--- src/rtl/store_aligner_if.sv ---
// Store aligner bus: shared memory-width type plus the pipeline-side store
// request channel and the data memory write channel grouped in one interface.
// master = pipeline / memory side (drives requests and mem_ready),
// slave  = store_aligner.
package store_aligner_pkg;

    // Memory access width as carried down the pipeline.
    typedef enum logic [2:0] {
        BYTE      = 3'd0,
        HALFWORD  = 3'd1,
        WORD      = 3'd2,
        UBYTE     = 3'd4,
        UHALFWORD = 3'd5,
        LWCP      = 3'd6
    } mem_data_t;

endpackage

interface store_aligner_if #(
    parameter int BITS           = 32,
    parameter int BYTES_PER_WORD = 4,
    parameter int ADDR_W         = 32
);
    import store_aligner_pkg::*;

    logic                      req_valid;
    logic                      req_ready;
    logic [ADDR_W-1:0]         req_addr;
    logic [BITS-1:0]           req_data;
    mem_data_t                 req_type;

    logic                      mem_wr_en;
    logic                      mem_ready;
    logic [ADDR_W-3:0]         mem_addr;
    logic [BITS-1:0]           mem_wdata;
    logic [BYTES_PER_WORD-1:0] mem_be;

    logic                      st_done;
    logic                      misalign_err;

    modport master (
        output req_valid, req_addr, req_data, req_type, mem_ready,
        input  req_ready, mem_wr_en, mem_addr, mem_wdata, mem_be,
               st_done, misalign_err
    );

    modport slave (
        input  req_valid, req_addr, req_data, req_type, mem_ready,
        output req_ready, mem_wr_en, mem_addr, mem_wdata, mem_be,
               st_done, misalign_err
    );

endinterface

--- src/rtl/store_aligner.sv ---
// Store aligner: takes an LSB-justified store from the MEM stage, moves it
// into the right byte lanes, builds byte enables and issues one or two word
// writes to data memory over a ready/valid handshake.
// Optional feature macro: MISALIGNED_SPLIT_EN
//   defined   - stores crossing a word boundary are split into two beats
//   undefined - crossing stores are accepted, dropped, and flagged with a
//               one-cycle misalign_err pulse
module store_aligner
    import store_aligner_pkg::*;
#(
    parameter int BITS           = 32,
    parameter int BYTES_PER_WORD = 4,
    parameter int ADDR_W         = 32
) (
    input  logic           clk,
    input  logic           rst,
    store_aligner_if.slave io_bus
);

    typedef enum logic [1:0] {
        IDLE,
        BEAT0,
        BEAT1,
        ERR
    } state_t;

    state_t                    r_state;
    state_t                    w_nextState;

    logic [ADDR_W-3:0]         r_wordAddr;
    logic [BITS-1:0]           r_data;
    logic [BYTES_PER_WORD-1:0] r_mask;
    logic [1:0]                r_off;
`ifdef MISALIGNED_SPLIT_EN
    logic                      r_cross;
    logic [2:0]                w_hiShift;
`endif

    logic                      w_accept;
    logic [1:0]                w_off;
    logic [BYTES_PER_WORD-1:0] w_mask;
    logic [BITS-1:0]           w_laneMask;
    logic                      w_cross;

    logic                      w_wrEn;
    logic [ADDR_W-3:0]         w_memAddr;
    logic [BITS-1:0]           w_wdata;
    logic [BYTES_PER_WORD-1:0] w_be;
    logic                      w_done;
    logic                      w_misalign;

    assign w_off    = io_bus.req_addr[1:0];
    assign w_accept = (r_state == IDLE) && io_bus.req_valid;

    // Decode the request width into a base byte mask, its bit-lane expansion
    // (used to zero the lanes the store does not own) and whether the store
    // spills past the end of its word.
    always_comb begin
        w_mask     = '1;
        w_cross    = 1'b0;
        w_laneMask = '0;
        case (io_bus.req_type)
            BYTE, UBYTE: begin
                w_mask  = BYTES_PER_WORD'(1);
                w_cross = 1'b0;
            end
            HALFWORD, UHALFWORD: begin
                w_mask  = BYTES_PER_WORD'(3);
                w_cross = (w_off == 2'd3);
            end
            default: begin
                w_mask  = '1;
                w_cross = (w_off != 2'd0);
            end
        endcase
        for (int i = 0; i < BYTES_PER_WORD; i++) begin
            w_laneMask[8*i +: 8] = {8{w_mask[i]}};
        end
    end

    // State register plus the request fields captured at acceptance.
    always_ff @(posedge clk or posedge rst) begin
        if (rst) begin
            r_state    <= IDLE;
            r_wordAddr <= '0;
            r_data     <= '0;
            r_mask     <= '0;
            r_off      <= '0;
`ifdef MISALIGNED_SPLIT_EN
            r_cross    <= 1'b0;
`endif
        end else begin
            r_state <= w_nextState;
            if (w_accept) begin
                r_wordAddr <= io_bus.req_addr[ADDR_W-1:2];
                r_data     <= io_bus.req_data & w_laneMask;
                r_mask     <= w_mask;
                r_off      <= w_off;
`ifdef MISALIGNED_SPLIT_EN
                r_cross    <= w_cross;
`endif
            end
        end
    end

    // Next-state: a crossing store either walks through both beats or,
    // without splitting, takes a single error cycle before returning to IDLE.
    always_comb begin
        w_nextState = r_state;
        case (r_state)
            IDLE: begin
                if (io_bus.req_valid) begin
`ifdef MISALIGNED_SPLIT_EN
                    w_nextState = BEAT0;
`else
                    w_nextState = w_cross ? ERR : BEAT0;
`endif
                end
            end
            BEAT0: begin
                if (io_bus.mem_ready) begin
`ifdef MISALIGNED_SPLIT_EN
                    w_nextState = r_cross ? BEAT1 : IDLE;
`else
                    w_nextState = IDLE;
`endif
                end
            end
`ifdef MISALIGNED_SPLIT_EN
            BEAT1: begin
                if (io_bus.mem_ready) begin
                    w_nextState = IDLE;
                end
            end
`endif
            default: begin
                w_nextState = IDLE;
            end
        endcase
    end

`ifdef MISALIGNED_SPLIT_EN
    assign w_hiShift = 3'(BYTES_PER_WORD) - {1'b0, r_off};
`endif

    // Beat outputs are pure functions of state and captured fields, so reset
    // clears them immediately; the low beat shifts data up by the offset,
    // the high beat carries the bytes that spilled over into the next word.
    always_comb begin
        w_wrEn     = 1'b0;
        w_memAddr  = '0;
        w_wdata    = '0;
        w_be       = '0;
        w_done     = 1'b0;
        w_misalign = 1'b0;
        case (r_state)
            BEAT0: begin
                w_wrEn    = 1'b1;
                w_memAddr = r_wordAddr;
                w_wdata   = r_data << {r_off, 3'b000};
                w_be      = r_mask << r_off;
`ifdef MISALIGNED_SPLIT_EN
                w_done    = io_bus.mem_ready && !r_cross;
`else
                w_done    = io_bus.mem_ready;
`endif
            end
`ifdef MISALIGNED_SPLIT_EN
            BEAT1: begin
                w_wrEn    = 1'b1;
                w_memAddr = r_wordAddr + (ADDR_W-2)'(1);
                w_wdata   = r_data >> {w_hiShift, 3'b000};
                w_be      = r_mask >> w_hiShift;
                w_done    = io_bus.mem_ready;
            end
`else
            ERR: begin
                w_misalign = 1'b1;
            end
`endif
            default: begin
                w_wrEn = 1'b0;
            end
        endcase
    end

    assign io_bus.req_ready    = (r_state == IDLE);
    assign io_bus.mem_wr_en    = w_wrEn;
    assign io_bus.mem_addr     = w_memAddr;
    assign io_bus.mem_wdata    = w_wdata;
    assign io_bus.mem_be       = w_be;
    assign io_bus.st_done      = w_done;
`ifdef MISALIGNED_SPLIT_EN
    assign io_bus.misalign_err = 1'b0;
`else
    assign io_bus.misalign_err = w_misalign;
`endif

endmodule

--- src/flat_wrapper.sv ---
// flat-port wrapper written by rule: the top's interface ports become plain ports
module store_aligner_flat import store_aligner_pkg::*;
#(
    parameter int BITS           = 32,
    parameter int BYTES_PER_WORD = 4,
    parameter int ADDR_W         = 32
)
  (clk, rst, io_bus_req_valid, io_bus_req_addr, io_bus_req_data, io_bus_req_type, io_bus_mem_ready, io_bus_req_ready, io_bus_mem_wr_en, io_bus_mem_addr, io_bus_mem_wdata, io_bus_mem_be, io_bus_st_done, io_bus_misalign_err);
  store_aligner_if #(.BITS(BITS), .BYTES_PER_WORD(BYTES_PER_WORD), .ADDR_W(ADDR_W)) io_bus_i ();
  input  logic clk;
  input  logic rst;
  input wire logic [$bits(io_bus_i.req_valid)-1:0] io_bus_req_valid;
  input wire logic [$bits(io_bus_i.req_addr)-1:0] io_bus_req_addr;
  input wire logic [$bits(io_bus_i.req_data)-1:0] io_bus_req_data;
  input wire logic [$bits(io_bus_i.req_type)-1:0] io_bus_req_type;
  input wire logic [$bits(io_bus_i.mem_ready)-1:0] io_bus_mem_ready;
  output wire logic [$bits(io_bus_i.req_ready)-1:0] io_bus_req_ready;
  output wire logic [$bits(io_bus_i.mem_wr_en)-1:0] io_bus_mem_wr_en;
  output wire logic [$bits(io_bus_i.mem_addr)-1:0] io_bus_mem_addr;
  output wire logic [$bits(io_bus_i.mem_wdata)-1:0] io_bus_mem_wdata;
  output wire logic [$bits(io_bus_i.mem_be)-1:0] io_bus_mem_be;
  output wire logic [$bits(io_bus_i.st_done)-1:0] io_bus_st_done;
  output wire logic [$bits(io_bus_i.misalign_err)-1:0] io_bus_misalign_err;
  assign io_bus_i.req_valid = io_bus_req_valid;
  assign io_bus_i.req_addr = io_bus_req_addr;
  assign io_bus_i.req_data = io_bus_req_data;
  assign io_bus_i.req_type = io_bus_req_type;
  assign io_bus_i.mem_ready = io_bus_mem_ready;
  assign io_bus_req_ready = io_bus_i.req_ready;
  assign io_bus_mem_wr_en = io_bus_i.mem_wr_en;
  assign io_bus_mem_addr = io_bus_i.mem_addr;
  assign io_bus_mem_wdata = io_bus_i.mem_wdata;
  assign io_bus_mem_be = io_bus_i.mem_be;
  assign io_bus_st_done = io_bus_i.st_done;
  assign io_bus_misalign_err = io_bus_i.misalign_err;
  store_aligner #(.BITS(BITS), .BYTES_PER_WORD(BYTES_PER_WORD), .ADDR_W(ADDR_W)) u_core (.clk(clk), .rst(rst), .io_bus(io_bus_i));
endmodule
--- config.mk ---
export PLATFORM = sky130hd
export DESIGN_NAME = store_aligner_flat
export DESIGN_NICKNAME = d
export VERILOG_FILES = /design/src/rtl/store_aligner_if.sv /design/src/rtl/store_aligner.sv /design/src/flat_wrapper.sv
export SDC_FILE = /design/constraint.sdc
export NUM_CORES = 1
export LEC_CHECK = 0
export ABC_CLOCK_PERIOD_IN_PS = 2800
export CAP_MARGIN = 20
export CORE_AREA = 2 2 102 104
export CTS_CLUSTER_DIAMETER = 50
export DETAILED_ROUTE_END_ITERATION = 10
export DIE_AREA = 0 0 104 106
export GPL_TIMING_DRIVEN = 0
export PLACE_DENSITY = 0.69
export SYNTH_ARGS = -nofsm -noshare
export SYNTH_HDL_FRONTEND = slang
export SYNTH_SLANG_ARGS = --single-unit
--- constraint.sdc ---
create_clock -name clk -period 2.8 [get_ports clk]
set_input_delay 0.28 -clock clk [delete_from_list [all_inputs] [get_ports clk]]
set_output_delay 0.28 -clock clk [all_outputs]
set_load 0.005 [all_outputs]
After elaboration in Yosys (flattened, before gate mapping):

Cells that the tools add are included.

* register bits after elaboration: 70
* bits in latches: 0
* bits in writable memories: 0
* bits in read-only memories: 0
* memories kept: 0

* add/sub/neg operators: 0
* $mul: 0
* divide/modulo/power cells: 0
* $lt $le $gt $ge: 0
* eq/ne operators: 8
* shifts and indexed selects: 2
* multiplexer cells: 12
* bitwise operators: 1
* reduce and logical (&&, ||, !) cells: 7

Operator list (number)
* $and 32x32->32: 1
* $mux 32: 1
* $shl 32x5->32: 1
* $mux 30: 1
* $pmux 4 s2: 1
* $eq 3x3->1 const B: 2
* $mux 2: 3
* $eq 2x2->1 const B: 2
* $mux 4: 1
* $ne 2x2->1 const B: 2
* $pmux 2 s2: 1
* $reduce_or 2->1: 2
* $shl 4x2->4: 1
* $eq 3x1->1 const B: 1
* $logic_not 3->1: 1
* $mux 1: 3
* $eq 2x1->1 const B: 1
* $logic_not 2->1: 1
* $pmux 1 s2: 1
* $reduce_and 2->1: 1
* $reduce_bool 2->1: 1
* $logic_and 1x1->1: 1

Depth between registers and ports, before layout:

Gate-level depths: netlist of the first run.

* word-level depth: 6
* mapped depth: 5
* mapped depth without buffers: 4

Worst setup path after synthesis of the first run:

OpenSTA, ideal clock, no wires.

* kind: register to output
* start point: register u_core.r_off[1]
* end point: output io_bus_mem_wdata[29]
* arrival time: 1318 ps
* required time: 2520 ps
* path slack: 1202 ps
* stages on the path, launching flop included: 5
* path buffers: 2
* cell sequence: dfrtp_1 > or3b_2 > buf_2 > buf_2 > o22ai_1

* word-level cells in the longest chain between the ends: 2

RTL lines
* from (decl): line store_aligner.sv:33 `logic [1:0] r_off;`
* from (signal assigned): line store_aligner.sv:98 `r_off <= w_off;`
* $shl 32x5->32: line store_aligner.sv:160 `w_wdata = r_data << {r_off, 3'b000};`
* $mux 32: line store_aligner.sv:156 `case (r_state)`
* to (decl): line flat_wrapper.sv:20 `output wire logic [$bits(io_bus_i.mem_wdata)-1:0] io_bus_mem_wdata;`

No other way between the ends.

Final worst setup path of the first run:

* start point: register u_core.r_state[1]
* end point: output io_bus_mem_wdata[28]

* word-level cells in the longest chain between the ends: 2

RTL lines
* from (decl): line store_aligner.sv:27 `state_t r_state;`
* from (signal assigned): line store_aligner.sv:93 `r_state <= w_nextState;`
* $eq 2x1->1: line store_aligner.sv:156
* $mux 32: line store_aligner.sv:156

No other way between the ends.

==> results of run 1 <==
==> worst max path at each step <==
stage,start,end,slack [ns],depth (start not counted)
final,u_core.r_state[1],io_bus_mem_wdata[28],0.10,5
after global routing,u_core.r_state[1],io_bus_mem_wdata[31],0.03,5
after CTS,u_core.r_off[1],io_bus_mem_wdata[18],0.01,5
after detailed placement,u_core.r_off[1],io_bus_mem_wdata[18],0.39,5
after global placement,rst,u_core.r_data[21],-0.45,2
after floorplan,rst,u_core.r_data[0],0.78,1
==> cell families after synthesis <==
family,count (synthesis),synth area share
mux,64,0.233
compound gates,50,0.0831
simple gates,117,0.166
buf+inv,25,0.0382
flops,69,0.480
==> worst min-delay path, stage by stage <==
cell and delay, ns:
buf_2 0.17, nand2_1 0.07, o21ai_0 0.06
==> registers in the layout, indices dropped and copies added (netlist names) <==
name	flops
u_core.r_wordAddr	30
u_core.r_data	32
u_core.r_state	2
u_core.r_mask	3
u_core.r_off	2
==> through the flow <==
stage                     cell area (µm²)  setup WS (ns)
final                                5320          0.102
after detailed placement             5150          0.388
after floorplan                      3600          0.780
after CTS                            5310        0.00954
after global placement               5150         -0.454
after global routing                 5320         0.0293
==> per-layer routing <==
layer	up-vias	track usage
met1	1458	0.242
li1	1397	-
met2	106	0.317
met4	0	0.0763
met3	14	0.0337
met5	-	0
==> power groups by stage <==
| stage | Combinational (mW) | Clock (mW) | Sequential [mW] |
|---|---|---|---|
| after floorplan | 0.934 | 0 | 1.42 |
| after global placement | 1.61 | 0 | 1.47 |
| after detailed placement | 1.64 | 0 | 1.48 |
| after CTS | 1.65 | 0.715 | 1.46 |
| after global routing | 1.77 | 0.758 | 1.51 |
| final | 1.64 | 0.700 | 1.47 |
==> cell type report <==
| type | instances | area [µm²] |
|---|---|---|
| buffer | 23 | 133 |
| clock buffer | 11 | 131 |
| clock inverter | 5 | 27.5 |
| fill | 903 | 4680 |
| inverter | 2 | 10.0 |
| multi-input combinational | 231 | 1740 |
| sequential | 69 | 1730 |
| tap | 136 | 170 |
| timing repair buffer | 138 | 1380 |
==> layout by cell type, fill, tap and decap left out, drive strengths merged <==
cell           netlist  layout
a211oi               8       8
buf                 11      11
or3b                 2       2
nand2               49      49
clkdlybuf4s50        0     138
a21oi                2       2
o22ai                8       8
nor3b                1       1
inv                  2       2
nand2b               7       7
o21ai               27      27
or2                  1       1
mux2                42      42
clkinvlp             0       1
mux2i               22      22
clkinv               0       4
nand3                1       1
and2                41      41
clkbuf              12      23
dfrtp               69      69
o2bb2ai              5       5
nor2b                4       4
nor2                11      11
==> results.json, run 1 <==
{
  "p_per_area_nw_per_um2": 715,
  "regToRegSetupSlack_ns": 1.17,
  "worst_path_dominant_cell_family": "buffers and inverters",
  "synth.area.top_cells": "dfrtp_1, mux2_4, and2_1",
  "fin_crit_sh": 0.964,
  "timing.rr.start": "u_core.r_state[0]",
  "max_stage_delay_ns": 0.55,
  "rr_endpoint": "u_core.r_data[15]",
  "tns_ns": 0,
  "antenna_found_initial": 0,
  "routed-wl-met2_mm": 5.13,
  "synth-async-reset-ratio": 1.00,
  "whs_ns": 0.285,
  "synth-edff-count": 0,
  "antenna_left": 0,
  "ys_warn_count": 0,
  "crit_slowest_cell": "clkdlybuf4s50_1",
  "io_pins": 141,
  "seqPwrFrac": 0.385,
  "synth_top_area_frac": 0.480,
  "drv_slew": 0,
  "syn_avg_cell_area_um2": 11.1,
  "p_int_mw": 2.57,
  "tritoncts": "done",
  "ys_seq_area_frac": 0.480,
  "status": "completed",
  "num-nets-final": 545,
  "postCtsSetupBuffers": 0,
  "hold_viol": 0,
  "hold_path.class": "in2reg",
  "dp_hpwl_mm": 7.60,
  "area_growth_syn_to_layout_pct": 47.8,
  "ctsLongestPathBuffers": 2,
  "first_global_vias": 3135,
  "finClkSkew_ns": 0.0110,
  "numCtsBuffers": 9,
  "grt_pass1_wl_mm": 16.3,
  "htreeDepth": 3,
  "power.net_switching_mw": 1.23,
  "cp_max_fo": 8,
  "io_buffer_count": 138,
  "drt-initial-drc-count": 147,
  "startpoint_type": "register",
  "total_power_mw": 3.81,
  "synth.distinct_cells": 25,
  "coreArea_um2": 10000,
  "slew_headroom": 0.412,
  "postCtsResizedCells": 0,
  "clk_latency_ns": 0.34,
  "wl_met3_um": 483,
  "max_freq_mhz": 371,
  "combPwrFrac": 0.431,
  "routed.top_layer": "met4",
  "ctsHoldBuffers": 0,
  "critPathArrivalTime_ns": 2.42,
  "crit_chain": "nand2b_1, inv_2, nand2_1, o22ai_1, clkdlybuf4s50_1",
  "place_inst": 599,
  "synth_most_common_cell": "dfrtp_1",
  "r2r_cells": 5,
  "gp_congestion": 0.788,
  "synth-seq-cells": 69,
  "ctsRootBufferMaster": "clkbuf_8",
  "cp.required_ns": 2.52,
  "ir_drop_v": 0.000269,
  "crit_path_end_kind": "primary output",
  "synth_top_cells_by_count": "dfrtp_1, nand2_1, and2_1",
  "num_rows": 37,
  "met1Wirelength_mm": 4.58,
  "first_pass_iters": 4,
  "drc": 0,
  "switching_share": 0.324,
  "initial_utilization": 0.360,
  "drive_above_1_share": 0.157,
  "grt_overflow": 0,
  "min_to": "u_core.r_data[27]",
  "routedWlPerCell_um": 16.8,
  "drv_cap": 0,
  "clockPowerShare": 0.184,
  "clock-sinks": 69,
  "rsz0062_at_grt": "no",
  "die_h_um": 106,
  "crit_type": "reg2out",
  "leakage_nw": 2.33,
  "fin_crit_ns": 2.70,
  "tightest_slew_ns": 0.882,
  "synthFlopType": "dfrtp_1",
  "holdPathStages": 3,
  "grt_use_total": 0.189,
  "postLayoutCoreUtil": 0.532,
  "diodes": 0,
  "via_count": 2975,
  "netlist_area_um2": 3600,
  "die_x_um": 104,
  "synthCells": 325,
  "avgViaCountPerCell": 4.84,
  "dieArea_um2": 11000,
  "hp-start": "io_bus_req_type[1]",
  "fin_cells": 615,
  "grt_max_degree": 70,
  "routed_wl_mm": 10.3,
  "synth_area_leader_cell": "dfrtp_1",
  "crit_buf_inv": 2,
  "synth_nets": 396,
  "setup_viol": 0,
  "path_clk_slew_ns": 0.08
}
No activity file was read; power rests on OpenSTA's default activity.
==> run 2, diff against run 1 <==
--- a/config.mk
+++ b/config.mk
@@ -5,7 +5,7 @@
 export SDC_FILE = /design/constraint.sdc
 export NUM_CORES = 1
 export LEC_CHECK = 0
-export ABC_CLOCK_PERIOD_IN_PS = 2800
+export ABC_CLOCK_PERIOD_IN_PS = 3300
 export CAP_MARGIN = 20
 export CORE_AREA = 2 2 102 104
 export CTS_CLUSTER_DIAMETER = 50
==> constraint.sdc (replaced) <==
create_clock -name clk -period 3.3 [get_ports clk]
set_input_delay 0.33 -clock clk [delete_from_list [all_inputs] [get_ports clk]]
set_output_delay 0.33 -clock clk [all_outputs]
set_load 0.005 [all_outputs]
==> run 2 against run 1 <==
Clock skew down 0.0019 ns. Final area shrank 0.14%. Wire length shrank 0.24%. Sequential cell count unchanged. Global-route usage stayed put. Critical endpoint unchanged. Highest routed layer unchanged.
==> results.json, run 2 (synthesis gave the netlist of run 1 again) <==
{
  "p_per_area_nw_per_um2": 607,
  "drv_slew": 0,
  "status": "completed",
  "final_area_um2": 5310,
  "tritoncts": "done",
  "startpoint": "u_core.r_state[1]",
  "via_count": 2993,
  "die_x_um": 104,
  "clk_latency_ns": 0.34,
  "final_cell_mix": "clkdlybuf4s50_1, dfrtp_1, nand2_1, and2_1, mux2_4",
  "first_pass_iters": 4,
  "antenna_found_initial": 0,
  "placed_cell_area_um2": 5150,
  "path_clk_slew_ns": 0.08,
  "setup_viol": 0,
  "postCtsResizedCells": 0,
  "routedWlPerCell_um": 16.8,
  "dp_hpwl_mm": 7.60,
  "final_common_cell": "clkdlybuf4s50_1",
  "num-nets-final": 545,
  "crit_chain": "nand2b_1, inv_1, nand2_1, o22ai_1, clkdlybuf4s50_1",
  "die_h_um": 106,
  "coreArea_um2": 10000,
  "drv_cap": 0,
  "area_growth_syn_to_layout_pct": 47.6,
  "max_stage_delay_ns": 0.55,
  "ctsRootBufferMaster": "clkbuf_8",
  "antenna_left": 0,
  "critPathArrivalTime_ns": 2.51,
  "first_global_vias": 3135,
  "diodes": 0,
  "ctsHoldBuffers": 0,
  "io_buffer_count": 138,
  "initial_utilization": 0.360,
  "reg_top3": "u_core.r_data x32, u_core.r_wordAddr x30, u_core.r_mask x3",
  "crit_path_end_kind": "primary output",
  "cp.required_ns": 2.97,
  "drc": 0,
  "dieArea_um2": 11000,
  "timing.rr.start": "u_core.r_state[0]",
  "cp_max_fo": 8,
  "io_pins": 141,
  "ir_drop_v": 0.000229,
  "fin_crit_sh": 0.861,
  "clock-sinks": 69,
  "largest_register_ffs": 32,
  "worst_path_dominant_cell_family": "buffers and inverters",
  "grt_max_degree": 70,
  "ctsLongestPathBuffers": 2,
  "grt_overflow": 0,
  "largest-register": "u_core.r_data",
  "htreeDepth": 3,
  "avgViaCountPerCell": 4.87,
  "tightest_slew_ns": 0.871,
  "max_freq_mhz": 352,
  "postLayoutCoreUtil": 0.531,
  "slew_headroom": 0.419,
  "fin_crit_ns": 2.84,
  "grt_pass1_wl_mm": 16.3,
  "crit_slowest_cell": "clkdlybuf4s50_1",
  "crit_buf_inv": 2,
  "total_power_mw": 3.23,
  "gp_congestion": 0.788,
  "finClkSkew_ns": 0.00909,
  "startpoint_type": "register",
  "postCtsSetupBuffers": 0,
  "drive_above_1_share": 0.148,
  "hp-start": "io_bus_req_type[1]",
  "grt_use_total": 0.189,
  "num_rows": 37,
  "routed_wl_mm": 10.3,
  "crit_type": "reg2out",
  "leakage_nw": 2.32,
  "hold_viol": 0,
  "rsz0062_at_grt": "no",
  "hold_path.class": "in2reg",
  "drt-initial-drc-count": 144,
  "numCtsBuffers": 9,
  "tns_ns": 0
}
==> run 2: area by class of cell <==
| type | count | area [µm²] |
|---|---|---|
| Multi-Input combinational cell | 231 | 1740 |
| Sequential cell | 69 | 1730 |
| Clock inverter | 5 | 27.5 |
| Inverter | 2 | 10.0 |
| Clock buffer | 11 | 131 |
| Fill cell | 906 | 4690 |
| Timing Repair Buffer | 138 | 1380 |
| Tap cell | 136 | 170 |
| Buffer | 23 | 130 |
==> run 2: path summary, 6_finish.rpt <==
kind | to | slack [ns] | cells after the start
max reg2reg | u_core.r_data[14] | 1.67 | 5
min reg2reg | u_core.r_data[25] | 0.49 | 2
max | io_bus_mem_wdata[28] | 0.46 | 5
min in group asynchronous | u_core.r_wordAddr[12] | 0.50 | 2
max in group asynchronous | u_core.r_wordAddr[26] | 2.19 | 2
min | u_core.r_data[27] | 0.33 | 3
==> run 2: worst register-to-register path: stages (launching register included) <==
cell,delay (ns)
dfrtp_1,0.41
or3b_4,0.43
buf_6,0.16
clkbuf_1,0.26
nand2_1,0.15
o21ai_0,0.08
==> run 2: per-stage QoR <==
stage	hold WS (ns)	setup slack (ns)	cells
finish	0.329	0.460	615
global route	0.351	0.329	615
global placement	0.463	-0.00373	599
floorplan	0.442	1.23	325
CTS	0.325	0.460	615
detailed placement	0.474	0.838	599
==> run 2: report_power, final <==
part,switching (mW),internal (mW)
sequential,0.160,1.08
combinational,0.557,0.830
clock,0.328,0.268
total,1.05,2.18
==> run 2: metal layers <==
layer  global-route usage  vias to the layer above  part of all wire  routed length [µm]
met5                    0                        -                 0                   0
met4               0.0763                        0             0.019                 191
met3               0.0337                       16             0.055                 564
met2                0.317                      112              0.48                5000
met1                0.242                     1461              0.44                4570
li1                     -                     1404                 -                   -
==> run 3, diff against run 2 <==
--- a/config.mk
+++ b/config.mk
@@ -6,7 +6,6 @@
 export NUM_CORES = 1
 export LEC_CHECK = 0
 export ABC_CLOCK_PERIOD_IN_PS = 3300
-export CAP_MARGIN = 20
 export CORE_AREA = 2 2 102 104
 export CTS_CLUSTER_DIAMETER = 50
 export DETAILED_ROUTE_END_ITERATION = 10
==> results of run 3 <==
Final layout, timing and power as in run 2 (identical DEF).
